==> src/rtl/pipe_hazard_ctrl.sv <==
// Stall/flush sequencer for the 5-stage pipeline: load-use, redirect squash, bus freeze.
// Optional performance counters are built when PIPE_HAZARD_PERF_EN is defined.
module pipe_hazard_ctrl #(
    parameter int FLUSH_CYCLES = 2,
    parameter int BUS_TIMEOUT  = 15,
    parameter int CNT_W        = 16
) (
    input  logic             cpu_clk,
    input  logic             cpu_rst,
    input  logic [4:0]       id_rs1,
    input  logic [4:0]       id_rs2,
    input  logic             id_rs1_re,
    input  logic             id_rs2_re,
    input  logic [4:0]       ex_wr,
    input  logic             ex_rf_we,
    input  logic             ex_is_load,
    input  logic             ex_redirect,
    input  logic             mem_bus_req,
    input  logic             bus_ready,
    output logic             pc_stall,
    output logic             if_id_stall,
    output logic             if_id_flush,
    output logic             id_ex_stall,
    output logic             id_ex_flush,
    output logic             ex_mem_stall,
    output logic             mem_wb_bubble,
`ifdef PIPE_HAZARD_PERF_EN
    output logic [CNT_W-1:0] stall_cycles,
    output logic [CNT_W-1:0] flush_cycles,
`endif
    output logic             bus_timeout
);

    localparam int WC_W = $clog2(BUS_TIMEOUT + 1);
    localparam int FC_W = $clog2(FLUSH_CYCLES + 1);

    typedef enum logic [1:0] {
        RUN      = 2'd0,
        FLUSH    = 2'd1,
        BUS_WAIT = 2'd2
    } state_t;

    state_t            state_q;
    state_t            state_d;
    logic [WC_W-1:0]   wait_cnt_q;
    logic [WC_W-1:0]   wait_cnt_d;
    logic [FC_W-1:0]   flush_cnt_q;
    logic [FC_W-1:0]   flush_cnt_d;
    logic              timeout_set;

    logic              bus_wait;
    logic              load_use;
    logic              freeze;
    logic              squash_if;
    logic              squash_id;
    logic              lu_stall;

    assign bus_wait = mem_bus_req & ~bus_ready;

    // x0 is hardwired, so a load targeting it never creates a dependency
    assign load_use = ex_is_load & ex_rf_we & (ex_wr != 5'd0) &
                      ((id_rs1_re & (id_rs1 == ex_wr)) |
                       (id_rs2_re & (id_rs2 == ex_wr)));

    always_ff @(posedge cpu_clk or posedge cpu_rst) begin
        if (cpu_rst) begin
            state_q     <= RUN;
            wait_cnt_q  <= '0;
            flush_cnt_q <= '0;
            bus_timeout <= 1'b0;
        end else begin
            state_q     <= state_d;
            wait_cnt_q  <= wait_cnt_d;
            flush_cnt_q <= flush_cnt_d;
            if (timeout_set) begin
                bus_timeout <= 1'b1;
            end
        end
    end

    always_comb begin
        state_d     = state_q;
        wait_cnt_d  = wait_cnt_q;
        flush_cnt_d = flush_cnt_q;
        timeout_set = 1'b0;
        freeze      = 1'b0;
        squash_if   = 1'b0;
        squash_id   = 1'b0;
        lu_stall    = 1'b0;
        case (state_q)
            RUN: begin
                if (bus_wait) begin
                    freeze     = 1'b1;
                    wait_cnt_d = WC_W'(1);
                    state_d    = BUS_WAIT;
                end else if (ex_redirect) begin
                    // a squashed ID instruction cannot need a load-use stall
                    squash_if = 1'b1;
                    squash_id = 1'b1;
                    if (FLUSH_CYCLES > 1) begin
                        flush_cnt_d = FC_W'(FLUSH_CYCLES - 1);
                        state_d     = FLUSH;
                    end
                end else if (load_use) begin
                    lu_stall = 1'b1;
                end
            end
            FLUSH: begin
                if (bus_wait) begin
                    freeze     = 1'b1;
                    wait_cnt_d = WC_W'(1);
                    state_d    = BUS_WAIT;
                end else if (ex_redirect) begin
                    squash_if   = 1'b1;
                    squash_id   = 1'b1;
                    flush_cnt_d = FC_W'(FLUSH_CYCLES - 1);
                end else begin
                    squash_if = 1'b1;
                    if (flush_cnt_q <= FC_W'(1)) begin
                        state_d = RUN;
                    end else begin
                        flush_cnt_d = flush_cnt_q - FC_W'(1);
                    end
                end
            end
            BUS_WAIT: begin
                // the whole pipe is frozen, so redirects wait until RUN
                if (bus_ready) begin
                    state_d = RUN;
                end else if (wait_cnt_q >= WC_W'(BUS_TIMEOUT)) begin
                    timeout_set = 1'b1;
                    state_d     = RUN;
                end else begin
                    freeze     = 1'b1;
                    wait_cnt_d = wait_cnt_q + WC_W'(1);
                end
            end
            default: begin
                state_d = RUN;
            end
        endcase
    end

    assign pc_stall      = ~cpu_rst & (freeze | lu_stall);
    assign if_id_stall   = ~cpu_rst & (freeze | lu_stall);
    assign if_id_flush   = ~cpu_rst & squash_if;
    assign id_ex_stall   = ~cpu_rst & freeze;
    assign id_ex_flush   = ~cpu_rst & (squash_id | lu_stall);
    assign ex_mem_stall  = ~cpu_rst & freeze;
    assign mem_wb_bubble = ~cpu_rst & freeze;

`ifdef PIPE_HAZARD_PERF_EN
    function automatic logic [CNT_W-1:0] sat_inc(input logic [CNT_W-1:0] v);
        return (&v) ? v : v + CNT_W'(1);
    endfunction

    always_ff @(posedge cpu_clk or posedge cpu_rst) begin
        if (cpu_rst) begin
            stall_cycles <= '0;
            flush_cycles <= '0;
        end else begin
            if (pc_stall) begin
                stall_cycles <= sat_inc(stall_cycles);
            end
            if (if_id_flush) begin
                flush_cycles <= sat_inc(flush_cycles);
            end
        end
    end
`else
    localparam int unused_cnt_w = CNT_W;
`endif

endmodule

==> config.mk <==
export PLATFORM = sky130hd
export DESIGN_NAME = pipe_hazard_ctrl
export DESIGN_NICKNAME = d
export VERILOG_FILES = /design/src/rtl/pipe_hazard_ctrl.sv
export SDC_FILE = /design/constraint.sdc
export NUM_CORES = 1
export LEC_CHECK = 0
export CAP_MARGIN = 20
export CELL_PAD_IN_SITES_DETAIL_PLACEMENT = 0
export CELL_PAD_IN_SITES_GLOBAL_PLACEMENT = 2
export CORE_MARGIN = 2
export CORE_UTILIZATION = 23
export DETAILED_ROUTE_END_ITERATION = 16
export PLACE_DENSITY = 0.83
export SETUP_SLACK_MARGIN = 0.02
export SLEW_MARGIN = 20
export SYNTH_ARGS = -nofsm -noshare
export SYNTH_HDL_FRONTEND = slang
export SYNTH_SLANG_ARGS = --single-unit
==> constraint.sdc <==
create_clock -name cpu_clk -period 2.02 [get_ports cpu_clk]
set_input_delay 0.303 -clock cpu_clk [delete_from_list [all_inputs] [get_ports cpu_clk]]
set_output_delay 0.303 -clock cpu_clk [all_outputs]
set_load 0.02 [all_outputs]
==> impl_metrics.json <==
{
  "crit_path_end_kind": "primary output",
  "yosysTopAreaCell": "dfrtp_1",
  "status": "finished, final reports clean",
  "drt_wl_total_um": 1776,
  "drc": 0,
  "synthSimpleGateAreaFrac_pct": 24.56,
  "grt_usage_pct": 10.90,
  "final_nets": 142,
  "p_leak_nw": 0.5346,
  "synth_fa_ha_area_share_pct": 3.899,
  "timing.fmax_ghz": 0.5151,
  "p_seq_share_pct": 37.5,
  "worstMarginPinSlew_ps": 335.1,
  "path_class": "input pin to primary output",
  "rsz0062_at_grt": "true",
  "cp_max_fo": 3,
  "hold_class": "flop to flop",
  "synth-seq-cells": 9,
  "cts.path.max_buffers": 2,
  "dp_hpwl_um": 1452,
  "die_y_um": 56.83,
  "met2_usage_pct": 19.27,
  "area.growth.synth_to_final_pct": 79.73,
  "cts-root-buf": "clkbuf_4",
  "grt_max_degree": 10,
  "setup_tns_ps": 0,
  "grtUsageMet3_pct": 2.074,
  "fill_cells": 274,
  "clkLatencyLatePin_ps": 250,
  "portBuffers": 31,
  "cts_setup_buffers": 0,
  "synth_xor_area_share_pct": 16.37,
  "die_area_mm2": 0.003229,
  "slowest_stage": "or4_4",
  "period_needed_ps": 1942,
  "combPwrFrac_pct": 38.1,
  "min_period_over_period_pct": 96.12,
  "n_antenna_cell": 0,
  "crit_chain": "dlygate4sd2_1, or4_4, o211ai_4, o22ai_2, buf_4",
  "crit_family": "simple AND/OR/NAND/NOR gates",
  "drtIter0Drc": 18,
  "first_global_vias": 657,
  "grt_pass1_wl_um": 2766,
  "final_hold_viol_count": 0,
  "cp-start-kind": "input pin",
  "syn-cell-area_um2": 641.9,
  "final_cells": 146,
  "dp_cells": 142,
  "max_stage_delay_ps": 560,
  "met1_usage_pct": 12.99,
  "synth_top_family_by_area": "simple AND/OR/NAND/NOR gates",
  "clkTransAtPathRegs_ps": 60,
  "vdd.ir_drop.worst_v": 0.0002951,
  "cts_tree": "built",
  "routed-via-count": 665,
  "worstPathArrival_ps": 1640,
  "syn_inst": 67,
  "grt_overflow": 0,
  "ys_warn_count": 0,
  "start_util_pct": 23.68,
  "clkPwrFrac_pct": 24.3,
  "first_pass_iters": 2,
  "p_per_area_mw_per_mm2": 489.4,
  "fin_skew_ps": 1.321,
  "io_pins": 32,
  "synthMuxAreaShare_pct": 3.314,
  "coreArea_mm2": 0.002710,
  "slew_violations": 0,
  "finalInstanceArea_mm2": 0.001154,
  "die_width_um": 56.83,
  "rows": 19,
  "cellInternalPower_mw": 0.3968,
  "cts_buffers": 3,
  "drive_gt1_share_pct": 31.30,
  "switching_power_mw": 0.1678,
  "syn_area_per_cell_um2": 9.580,
  "grt.busiest_layer": "met2",
  "final-setup-viol-count": 0,
  "antenna_found_initial": 0,
  "synth_nets": 93,
  "synthTopCellsByArea": "dfrtp_1, xor2_1, ha_1",
  "swShare_pct": 29.71,
  "relSlewSlack_pct": 77.64,
  "synth.distinct_cells": 30,
  "viasPerCell": 4.555,
  "final_antenna_net_count": 0,
  "synth-compound-area-share_pct": 10.92,
  "crit_buf_inv": 2,
  "fin_hold_ws_ps": 467.3,
  "place_area_mm2": 0.001089,
  "cp.required_ps": 1720,
  "gp_routability_congestion": 0.8051,
  "fin_util_pct": 42.57,
  "h-tree-depth": 1,
  "synth_top_area_share_pct": 35.09,
  "clock_sinks": 9,
  "drv_cap": 0,
  "seq_area_frac_synth_pct": 35.09,
  "wl_per_cell_um": 12.16,
  "hold_buffers": 0
}
[power by group through the flow]
| stage | Combinational (mW) | Sequential [mW] | Clock [mW] |
|---|---|---|---|
| floorplan | 0.0900 | 0.218 | 0 |
| global placement | 0.211 | 0.214 | 0 |
| detailed placement | 0.214 | 0.215 | 0 |
| CTS | 0.212 | 0.212 | 0.143 |
| global route | 0.235 | 0.213 | 0.151 |
| finish | 0.215 | 0.212 | 0.137 |
[area by class of cell]
class                   count  area (µm²)  area share, %
clock buffers               4       26.28          2.278
inverters                   4       15.01          1.302
multi-input cells          51       419.2          36.33
flip-flops and latches      9       225.2          19.52
well taps                  31       38.79          3.362
repair buffers             47       429.2          37.20
[routing by layer]
layer | wire (µm) | up-vias
li1 | - | 336
met3 | 136 | 2
met1 | 749 | 302
met2 | 881 | 25
met5 | 0 | -
met4 | 8 | 0
[cells in the mapped netlist]
library cell	instances
nor4_1	3
a32oi_1	1
xnor2_1	2
a21oi_2	1
nand3b_1	1
nor3_2	1
and2_0	1
xor2_1	10
nor3b_1	2
o22ai_1	1
inv_1	4
mux2i_1	1
o21ai_0	1
ha_1	2
nor3b_4	1
dfrtp_1	9
or4_1	1
a31oi_1	1
nor2b_1	1
a41o_1	1
mux2_2	1
o21ai_1	1
o21a_1	1
buf_4	3
and3_1	2
nor2_1	4
o211ai_2	1
nand3_1	4
nand2_1	4
nor3_1	1
[sequential cells by signal (all words and copies together), names as in the netlist]
register and flops:
bus_timeout 1, flush_cnt_q 2, state_q 2, wait_cnt_q 4
[worst reg2reg max path: cells and delay by family, from the launching register on]
family	cells	cell delay [ps]
adder cells (fa/ha/maj)	1	200
flip-flops	1	400
AND/OR/NAND/NOR	1	240
AO/OA/AOI/OAI	1	90
buffers and inverters	1	50
multiplexers	1	370
[layout by cell type, fill, tap and decap left out, types with 2 or more instances in the layout]
master,instances
and3_1,2
buf_4,19
clkbuf_4,3
clkdlybuf4s15_2,3
clkdlybuf4s50_1,17
dfrtp_1,9
dlygate4sd2_1,4
dlymetal6s2s_1,3
ha_1,2
inv_1,4
nand2_1,4
nand3_1,4
nor2_1,3
nor4_1,2
xnor2_1,2
xor2_1,10
[worst paths after layout]
check / start / endpoint / slack (ps) / cells after the start
setup / recovery: ex_wr[0] / if_id_stall / 80 / 5
hold / removal: bus_timeout / bus_timeout / 470 / 1
setup reg to reg: flush_cnt_q[0] / flush_cnt_q[0] / 560 / 5
hold reg to reg: bus_timeout / bus_timeout / 470 / 1
max in group asynchronous: cpu_rst / wait_cnt_q[3] / 1280 / 3
min in group asynchronous: cpu_rst / wait_cnt_q[1] / 490 / 3
[logic make-up after synthesis]
family          Yosys count
xor+xnor                 12
fa+ha+maj                 2
buf+inv                   7
simple gates             26
flops                     9
compound gates            9
mux                       2
[metrics by stage]
| stage | power, mW | worst slack [ps] |
|---|---|---|
| after CTS | 0.5669 | 34.06 |
| after floorplan | 0.3078 | 220.4 |
| final | 0.5646 | 78.46 |
| after global routing | 0.5989 | 21.14 |
| after detailed placement | 0.4295 | -532.2 |
| after global placement | 0.4253 | -509.8 |
[what timing repair did]
action / CTS / global route
endpoints found under the setup margin: 7 / 7
resized for setup: 30 / 10
pin swaps: 3 / 3
No activity file was read; power rests on OpenSTA's default activity.
